$ cat config.mk
export PLATFORM = sky130hd
export DESIGN_NAME = dsp_post_adder_acc_flat
export DESIGN_NICKNAME = d
export VERILOG_FILES = /design/src/rtl/dsp48a1_pkg.sv /design/src/rtl/dsp_post_adder_acc_if.sv /design/src/rtl/pipeline_stage.sv /design/src/rtl/dsp_post_adder_acc.sv /design/src/flat_wrapper.sv
export SDC_FILE = /design/constraint.sdc
export NUM_CORES = 1
export LEC_CHECK = 0
export CORE_MARGIN = 2
export CORE_UTILIZATION = 45
export DETAILED_ROUTE_END_ITERATION = 7
export PLACE_DENSITY = 0.77
export SYNTH_ARGS = -nofsm -noshare
export SYNTH_HDL_FRONTEND = slang
export SYNTH_SLANG_ARGS = --single-unit
export TNS_END_PERCENT = 50
$ cat constraint.sdc
create_clock -name CLK -period 4.2 [get_ports CLK]
set_clock_uncertainty 0.05 [all_clocks]
set_input_delay 0.84 -clock CLK [delete_from_list [all_inputs] [get_ports CLK]]
set_output_delay 0.84 -clock CLK [all_outputs]
set_load 0.03 [all_outputs]
$ cat src/rtl/dsp48a1_pkg.sv
// Shared DSP48A1 slice definitions: OPMODE field positions, operand-select
// encodings and datapath widths.
package dsp48a1_pkg;

    localparam int unsigned P_W = 48;
    localparam int unsigned M_W = 36;

    localparam int unsigned X_SEL_LSB = 0;
    localparam int unsigned X_SEL_MSB = 1;
    localparam int unsigned Z_SEL_LSB = 2;
    localparam int unsigned Z_SEL_MSB = 3;
    localparam int unsigned CIN_BIT   = 5;
    localparam int unsigned SUB_BIT   = 7;

    typedef enum logic [1:0] {
        X_ZERO = 2'd0,
        X_M    = 2'd1,
        X_P    = 2'd2,
        X_DAB  = 2'd3
    } x_sel_e;

    typedef enum logic [1:0] {
        Z_ZERO = 2'd0,
        Z_PCIN = 2'd1,
        Z_P    = 2'd2,
        Z_C    = 2'd3
    } z_sel_e;

endpackage

$ cat src/rtl/dsp_post_adder_acc_if.sv
// Operand/result bundle of the DSP48A1 post-adder stage.
interface dsp_post_adder_acc_if;
    import dsp48a1_pkg::*;

    logic           CEOPMODE;
    logic           CECARRYIN;
    logic           CEP;
    logic [7:0]     OPMODE;
    logic           CARRYIN;
    logic [M_W-1:0] M;
    logic [P_W-1:0] C;
    logic [P_W-1:0] DAB;
    logic [P_W-1:0] PCIN;
    logic [P_W-1:0] P;
    logic [P_W-1:0] PCOUT;
    logic           CARRYOUT;
    logic           CARRYOUTF;

    modport master (
        output CEOPMODE, CECARRYIN, CEP, OPMODE, CARRYIN, M, C, DAB, PCIN,
        input  P, PCOUT, CARRYOUT, CARRYOUTF
    );

    modport slave (
        input  CEOPMODE, CECARRYIN, CEP, OPMODE, CARRYIN, M, C, DAB, PCIN,
        output P, PCOUT, CARRYOUT, CARRYOUTF
    );

endinterface

$ cat src/rtl/pipeline_stage.sv
// Optional register stage with clock enable; SEL=0 makes it a wire.
// RESET_TYPE selects synchronous ("SYNC") or asynchronous ("ASYNC") clear.
module pipeline_stage #(
    parameter int unsigned WIDTH      = 1,
    parameter bit          SEL        = 1'b1,
    parameter string       RESET_TYPE = "SYNC"
) (
    input  logic             CLK,
    input  logic             reset,
    input  logic             ce,
    input  logic [WIDTH-1:0] d,
    output logic [WIDTH-1:0] q
);

    generate
        if (!SEL) begin : g_bypass
            assign q = d;
        end else if (RESET_TYPE == "ASYNC") begin : g_async
            always_ff @(posedge CLK or posedge reset) begin
                if (reset)   q <= '0;
                else if (ce) q <= d;
            end
        end else begin : g_sync
            always_ff @(posedge CLK) begin
                if (reset)   q <= '0;
                else if (ce) q <= d;
            end
        end
    endgenerate

endmodule

$ cat src/rtl/dsp_post_adder_acc.sv
// DSP48A1 post-adder/accumulator: OPMODE-selected X/Z operands, add or
// subtract with carry-in, P register with feedback for accumulation.
module dsp_post_adder_acc
    import dsp48a1_pkg::*;
#(
    parameter int unsigned OPMODEREG  = 1,
    parameter int unsigned CARRYINREG = 1,
    parameter int unsigned PREG       = 1,
    parameter string       CARRYINSEL = "OPMODE5"
) (
    input  logic                 CLK,
    input  logic                 reset,
    dsp_post_adder_acc_if.slave  bus
);

    logic [7:0]     opm;
    logic           cin_src;
    logic           cin;
    logic [P_W:0]   p_reg;
    logic [P_W-1:0] p_fb;
    logic [P_W-1:0] x_val;
    logic [P_W-1:0] z_val;
    logic [P_W:0]   result;
    x_sel_e         x_sel;
    z_sel_e         z_sel;

    pipeline_stage #(
        .WIDTH      (8),
        .SEL        (OPMODEREG != 0),
        .RESET_TYPE ("SYNC")
    ) u_opmode_reg (
        .CLK   (CLK),
        .reset (reset),
        .ce    (bus.CEOPMODE),
        .d     (bus.OPMODE),
        .q     (opm)
    );

    // Carry-in source is taken ahead of the OPMODE register so both reach P
    // on the same edge.
    assign cin_src = (CARRYINSEL == "CARRYIN") ? bus.CARRYIN : bus.OPMODE[CIN_BIT];

    pipeline_stage #(
        .WIDTH      (1),
        .SEL        (CARRYINREG != 0),
        .RESET_TYPE ("SYNC")
    ) u_carryin_reg (
        .CLK   (CLK),
        .reset (reset),
        .ce    (bus.CECARRYIN),
        .d     (cin_src),
        .q     (cin)
    );

    // Without PREG the feedback path would be a combinational loop; tie it off.
    assign p_fb = (PREG != 0) ? p_reg[P_W-1:0] : '0;

    assign x_sel = x_sel_e'(opm[X_SEL_MSB:X_SEL_LSB]);
    assign z_sel = z_sel_e'(opm[Z_SEL_MSB:Z_SEL_LSB]);

    always_comb begin
        x_val = '0;
        unique case (x_sel)
            X_ZERO: x_val = '0;
            X_M:    x_val = {{(P_W-M_W){1'b0}}, bus.M};
            X_P:    x_val = p_fb;
            X_DAB:  x_val = bus.DAB;
        endcase
    end

    always_comb begin
        z_val = '0;
        unique case (z_sel)
            Z_ZERO: z_val = '0;
            Z_PCIN: z_val = bus.PCIN;
            Z_P:    z_val = p_fb;
            Z_C:    z_val = bus.C;
        endcase
    end

    always_comb begin
        result = '0;
        if (opm[SUB_BIT])
            result = {1'b0, z_val} - ({1'b0, x_val} + {{P_W{1'b0}}, cin});
        else
            result = {1'b0, z_val} + {1'b0, x_val} + {{P_W{1'b0}}, cin};
    end

    pipeline_stage #(
        .WIDTH      (P_W + 1),
        .SEL        (PREG != 0),
        .RESET_TYPE ("SYNC")
    ) u_p_reg (
        .CLK   (CLK),
        .reset (reset),
        .ce    (bus.CEP),
        .d     (result),
        .q     (p_reg)
    );

    assign bus.P         = p_reg[P_W-1:0];
    assign bus.PCOUT     = p_reg[P_W-1:0];
    assign bus.CARRYOUT  = p_reg[P_W];
    assign bus.CARRYOUTF = p_reg[P_W];

    logic unused_opm_bits;
    assign unused_opm_bits = &{1'b0, opm[6], opm[4], bus.CARRYIN, bus.OPMODE[CIN_BIT]};

endmodule

$ cat src/flat_wrapper.sv
// flat-port wrapper written by rule: the top's interface ports become plain ports
module dsp_post_adder_acc_flat import dsp48a1_pkg::*;
#(
    parameter int unsigned OPMODEREG  = 1,
    parameter int unsigned CARRYINREG = 1,
    parameter int unsigned PREG       = 1,
    parameter string       CARRYINSEL = "       "
)
  (CLK, reset, bus_CEOPMODE, bus_CECARRYIN, bus_CEP, bus_OPMODE, bus_CARRYIN, bus_M, bus_C, bus_DAB, bus_PCIN, bus_P, bus_PCOUT, bus_CARRYOUT, bus_CARRYOUTF);
  dsp_post_adder_acc_if bus_i ();
  input  logic CLK;
  input  logic reset;
  input wire logic [$bits(bus_i.CEOPMODE)-1:0] bus_CEOPMODE;
  input wire logic [$bits(bus_i.CECARRYIN)-1:0] bus_CECARRYIN;
  input wire logic [$bits(bus_i.CEP)-1:0] bus_CEP;
  input wire logic [$bits(bus_i.OPMODE)-1:0] bus_OPMODE;
  input wire logic [$bits(bus_i.CARRYIN)-1:0] bus_CARRYIN;
  input wire logic [$bits(bus_i.M)-1:0] bus_M;
  input wire logic [$bits(bus_i.C)-1:0] bus_C;
  input wire logic [$bits(bus_i.DAB)-1:0] bus_DAB;
  input wire logic [$bits(bus_i.PCIN)-1:0] bus_PCIN;
  output wire logic [$bits(bus_i.P)-1:0] bus_P;
  output wire logic [$bits(bus_i.PCOUT)-1:0] bus_PCOUT;
  output wire logic [$bits(bus_i.CARRYOUT)-1:0] bus_CARRYOUT;
  output wire logic [$bits(bus_i.CARRYOUTF)-1:0] bus_CARRYOUTF;
  assign bus_i.CEOPMODE = bus_CEOPMODE;
  assign bus_i.CECARRYIN = bus_CECARRYIN;
  assign bus_i.CEP = bus_CEP;
  assign bus_i.OPMODE = bus_OPMODE;
  assign bus_i.CARRYIN = bus_CARRYIN;
  assign bus_i.M = bus_M;
  assign bus_i.C = bus_C;
  assign bus_i.DAB = bus_DAB;
  assign bus_i.PCIN = bus_PCIN;
  assign bus_P = bus_i.P;
  assign bus_PCOUT = bus_i.PCOUT;
  assign bus_CARRYOUT = bus_i.CARRYOUT;
  assign bus_CARRYOUTF = bus_i.CARRYOUTF;
  dsp_post_adder_acc #(.OPMODEREG(OPMODEREG), .CARRYINREG(CARRYINREG), .PREG(PREG), .CARRYINSEL(CARRYINSEL)) u_core (.CLK(CLK), .reset(reset), .bus(bus_i));
endmodule
# Word level (Yosys, flattened, before mapping)
# Index checks and enable logic that the tools add are counted.
[word_totals] register_bits=58 word_cells=18 input_bits=194 out_inout_bits=98
[classes] eq_ne=6 n_addsub=4 n_mux=3 reduce_logical=2
[ops] cell="$pmux 48 s4" count=2
[ops] cell="$add 48x1->49" count=1
[ops] cell="$add 48x48->49" count=1
[ops] cell="$add 49x1->49" count=1
[ops] cell="$mux 49" count=1
[ops] cell="$sub 48x49->49" count=1
[ops] cell="$eq 2x2->1 const B" count=4
[ops] cell="$eq 2x1->1 const B" count=2
[ops] cell="$logic_not 2->1" count=2

# Longest topological paths before layout
[logic_depth] word_depth=5 depth_mapped=20 ltp_nobuf=16

# Modules after synthesis
# Synthesis repeated with hierarchy kept, for this count alone.
[unflattened] hier_cells=1488 hier_area_um2=11257.0
[modules_own_cells] module="dsp_post_adder_acc" area_per_inst_um2=9193.8 instances=1 cells_each=1301
[modules_own_cells] module="pipeline_stage at u_core.u_p_reg" area_per_inst_um2=1744.2 instances=1 cells_each=158
[modules_own_cells] module="pipeline_stage at u_core.u_opmode_reg" area_per_inst_um2=285.3 instances=1 cells_each=26
[modules_own_cells] module="pipeline_stage at u_core.u_carryin_reg" area_per_inst_um2=33.8 instances=1 cells_each=3

# Worst setup path before layout
# Ideal clock, no wire load.
[synth_path] kind="reg-to-reg" startpoint="reg u_core.u_opmode_reg.q[3]" endpoint="reg u_core.u_p_reg.q[39]" path_stages_with_launch=19 n_path_buf=3 setup_slack_ns=-0.320 required_ns=4.035 setup_time_ns=0.115 arrival_ns=4.356 path_cell_list="dfxtp_1 > buf_6 > clkbuf_1 > clkbuf_1 > mux2_2 > a22oi_1 > fa_1 > inv_1 > ha_1 > and4b_1 > a311o_2 > a221oi_4 > nor4b_1 > a211oi_2 > a21oi_2 > a21boi_2 > o21ai_0 > mux2i_1 > a2111oi_0"
[synth_between] elab_chain_len=5 word_cells_on_any_way=9
[synth_rtl] item="start, declared" line_no="pipeline_stage.sv:12" rtl="output logic [WIDTH-1:0] q"
[synth_rtl] item="start signal, assigned" line_no="pipeline_stage.sv:25" rtl="if (reset) q <= '0;"
[synth_rtl] item="start signal, assigned" line_no="pipeline_stage.sv:26" rtl="else if (ce) q <= d;"
[synth_rtl] item="$eq 2x2->1, or another cell as far along" line_no="dsp_post_adder_acc.sv:73" rtl="unique case (z_sel)"
[synth_rtl] item="$pmux 48 s4 (*)" line_no="dsp_post_adder_acc.sv:73"
[synth_rtl] item="$add 48x48->49" line_no="dsp_post_adder_acc.sv:86" rtl="result = {1'b0, z_val} + {1'b0, x_val} + {{P_W{1'b0}}, cin};"
[synth_rtl] item="$add 49x1->49" line_no="dsp_post_adder_acc.sv:86"
[synth_rtl] item="$mux 49 (*)" line_no="dsp_post_adder_acc.sv:83" rtl="if (opm[SUB_BIT])"
[synth_rtl] item="end signal, assigned" line_no="pipeline_stage.sv:25"
[synth_rtl] item="end signal, assigned" line_no="pipeline_stage.sv:26"
[synth_rtl] item="end, declared" line_no="pipeline_stage.sv:12"
# Mark *: on every way between the ends. The rest lies on a longest branch, timed or not.
# A chain may end at the register's enable or synchronous reset.

# Worst setup path after layout
[layout_path] startpoint="in bus_M[5]" endpoint="reg u_core.u_p_reg.q[48]"
[layout_between] elab_chain_len=4 word_cells_on_any_way=6
[layout_rtl] item="start, declared" line_no="flat_wrapper.sv:18" rtl="input wire logic [$bits(bus_i.M)-1:0] bus_M;"
[layout_rtl] item="$pmux 48 s4 (*)" line_no="dsp_post_adder_acc.sv:63" rtl="unique case (x_sel)"
[layout_rtl] item="$add 48x48->49 / $add 48x1->49 (equally long branches)" line_no="dsp_post_adder_acc.sv:86, dsp_post_adder_acc.sv:84"
[layout_rtl] item="$add 49x1->49 / $sub 48x49->49 (equally long branches)" line_no="dsp_post_adder_acc.sv:86, dsp_post_adder_acc.sv:84"
[layout_rtl] item="$mux 49 (*)" line_no="dsp_post_adder_acc.sv:83"
# Marked as above.

==> impl_metrics.csv <==
group,metric,value,unit
status,run_status,"finished, violations left",
status,violations,"setup timing",
placement,dpl.hpwl,34.0,mm
logic_synthesis,synth_nets,1826,
layout,multi_input_area,9910,um^2
timing,fmax,0.237,GHz
detailed_routing,num_vias,13400,
logic_synthesis,synth.cell_area,11000,um^2
global_route,grt_pass1_wl,68.2,mm
critical_path,endpoint_kind,"flop",
logic_synthesis,ys_ff_latch,55,
critical_path,cp.required,4.36,ns
critical_path,worstPathArrival,4.38,ns
detailed_routing,drt_first_pass_iters,5,
worst_hold_path,min_from,"u_core.u_opmode_reg.q[7]",
timing,tightest_slew,1.36,ns
layout,layout.nets,2296,
detailed_routing,ant_nets,0,
floorplanning,ios,292,
clock_network,cts.clk_slew.worst_paths,0.08,ns
detailed_routing,wl_met3,3.69,mm
critical_path,reg2reg_from,"u_core.u_opmode_reg.q[1]",
detailed_routing,dr_wl_met2,20.3,mm
pwr,finalPower,4.59,mW
logic_synthesis,syn_area_per_cell,7.41,um^2
timing,setup_viol,2,
worst_hold_path,hold_path_depth,1,
detailed_routing,top_layer_used,"met4",
worst_hold_path,hold_path_class,"reg -> reg",
placement,io_buffers,288,
detailed_routing,route.detailed.drc,0,
logic_synthesis,netlist_instances,1489,
critical_path,r2r_end,"u_core.u_p_reg.q[48]",
floorplanning,dieArea,25800,um^2
pwr,p_per_area,263,nW/um^2
timing,finalHoldViolCount,0,
global_route,grt_util_all_layers,0.325,
global_route,grt_max_degree,64,
logic_synthesis,synth_enable_flop_cells,0,
floorplanning,die_w,161,um
timing,max-slew-margin-rel,0.0905,
floorplanning,num_rows,57,
timing,setup_ws,-0.0203,ns
critical_path,cp_max_fo,3,
placement,placed_cell_area,16000,um^2
logic_synthesis,synthFlopType,"dfxtp_1",
critical_path,worst_r2r_path_depth,18,
layout,drive_gt1_frac,0.305,
critical_path,critPathLaunchType,"primary input",
placement,gp_congestion,0.967,
clock_network,cts_inserted_buffers,5,
clock_network,clkSinkCount,55,
logic_synthesis,ys_seq_area_frac,0.0998,
logic_synthesis,synthArstFlopShare,0,
clock_network,cts_tree,"yes",
global_route,grt_overflow_total,0,
logic_synthesis,synth_top_area_cell,"ha_1",
floorplanning,core,24200,um^2
detailed_routing,first_iter_violations,1236,
detailed_routing,via_per_inst,5.85,
pwr,ir_drop,214,uV
timing,final.setup.tns,-0.0240,ns
clock_network,cts.path.max_buffers,2,
detailed_routing,routedWlPerCell,19.4,um
layout,diodes,0,
timing,period_minus_slack,4.22,ns
logic_synthesis,yosysUniqueCellTypes,74,
critical_path,regToRegSetupSlack,0.08,ns
logic_synthesis,synth_warnings,0,
logic_synthesis,synth.area.top_cells,"ha_1 16%, dfxtp_1 10%, mux2_2 8.6%",
logic_synthesis,synth_top_area_share,0.158,
floorplanning,die_h,161,um
timing,rsz0062_at_grt,"true",
global_route,grt_pass1_vias,13100,
layout,final_cell_mix,"301 x buf_4, 268 x clkdlybuf4s50_1, 122 x nor2_1",
clock_network,insertion_delay,0.33,ns
clock_network,htree_levels,2,
layout,syn_to_final_growth,58.2,%
critical_path,path_class,"in -> reg",
layout,mostFrequentLayoutCell,"buf_4",
floorplanning,start_util,0.456,
clock_network,clock-root-buffer,"clkbuf_16",
timing,fin_crit_sh,1.00,
detailed_routing,wl_met1,19.4,mm
timing,maxSlewViolCount,0,
layout,fillers,1846,
clock_network,cts_hold_buf,0,
layout,regArea,1110,um^2
detailed_routing,finalWirelength,44.4,mm
worst_hold_path,whs_endpoint,"u_core.u_p_reg.q[48]",
pwr,leakage,7.55,nW
run,maxCapViolCount,0,
layout,stdcell_area,17500,um^2
global_route,antenna_found_initial,0,
## per-layer routing
metal  vias to the layer above  GRT usage
li1                       6253          -
met1                      6415      0.449
met2                       607      0.522
met3                        77     0.0501
met4                         0     0.0962
met5                         -          0
## cell usage after synthesis (33+ instances only)
master / count
buf_4: 49
ha_1: 139
a21oi_1: 130
a22o_1: 81
dfxtp_1: 55
xor2_1: 33
mux2_2: 84
nor2_1: 123
o21ai_0: 71
inv_1: 122
xnor2_1: 51
clkbuf_1: 79
nand2_1: 84
a21o_1: 60
## kinds of logic (layout without fill, tap and decap cells)
group / after synthesis / count (layout) / synth area share
DFF: 55 / 55 / 0.0998
xor gates and xnor gates: 84 / 84 / 0.0667
AOI/OAI and AO/OA: 504 / 504 / 0.315
muxes: 107 / 107 / 0.107
adders and majority gates: 143 / 143 / 0.165
and+or+nand+nor: 331 / 331 / 0.139
buffers and inverters: 265 / 736 / 0.108
## power breakdown
group | switching [mW] | total [mW] | internal, mW
sequential | 0.0745 | 0.643 | 0.568
combinational | 1.70 | 3.39 | 1.69
clock | 0.256 | 0.558 | 0.302
total | 2.03 | 4.59 | 2.56
## sequential cells by signal, indices dropped and copies added, names as in the netlist
name / flops
u_core.u_opmode_reg.q: 5
u_core.u_carryin_reg.q: 1
u_core.u_p_reg.q: 49
## per-stage QoR
step | utilization | hold WS, ns | worst slack, ns | cells
after floorplan | - | 0.481 | -0.0217 | 1489
after global placement | 0.661 | 0.412 | -0.659 | 2259
after detailed placement | 0.661 | 0.428 | -0.754 | 2259
after CTS | 0.691 | 0.434 | -0.0716 | 2276
after global routing | 0.722 | 0.451 | -0.138 | 2284
final | 0.722 | 0.434 | -0.0203 | 2284
## final cells by class
| cell class | count | share of cell area |
|---|---|---|
| Multi-Input combinational cell | 1169 | 0.568 |
| Timing Repair Buffer | 606 | 0.309 |
| Sequential cell | 55 | 0.0636 |
| Inverter | 122 | 0.0262 |
| Tap cell | 324 | 0.0232 |
| Clock buffer | 6 | 0.00796 |
| Clock inverter | 2 | 0.00222 |
## repair_timing
action                     CTS  global route
pin swaps                   47            88
setup buffers               12            10
resized for setup          102           140
setup endpoints to repair   30            30
gates cloned                 0             0
## worst max path at each step
stage | from | end | slack (ns) | cells past startpoint
after floorplan | bus_DAB[0] | u_core.u_p_reg.q[39] | -0.02 | 16
after global placement | bus_C[0] | u_core.u_p_reg.q[34] | -0.66 | 18
after detailed placement | bus_C[0] | u_core.u_p_reg.q[46] | -0.75 | 16
after CTS | bus_M[0] | u_core.u_p_reg.q[39] | -0.07 | 17
after global routing | bus_C[11] | u_core.u_p_reg.q[47] | -0.14 | 17
final | bus_M[5] | u_core.u_p_reg.q[48] | -0.02 | 18
## critical path: stages
cell and delay [ns]:
clkdlybuf4s50_1 0.42, mux2_4 0.28, a22o_4 0.23, buf_4 0.13, ha_2 0.18, inv_2 0.07
ha_4 0.14, nand2_2 0.06, a211o_1 0.33, a2111o_1 0.44, nand3_2 0.11, a21oi_2 0.07
o211ai_1 0.26, nand2_1 0.16, o31ai_2 0.26, buf_4 0.16, xor2_1 0.13, a31oi_1 0.09
Note: power is estimated with default switching activity, not from simulation.
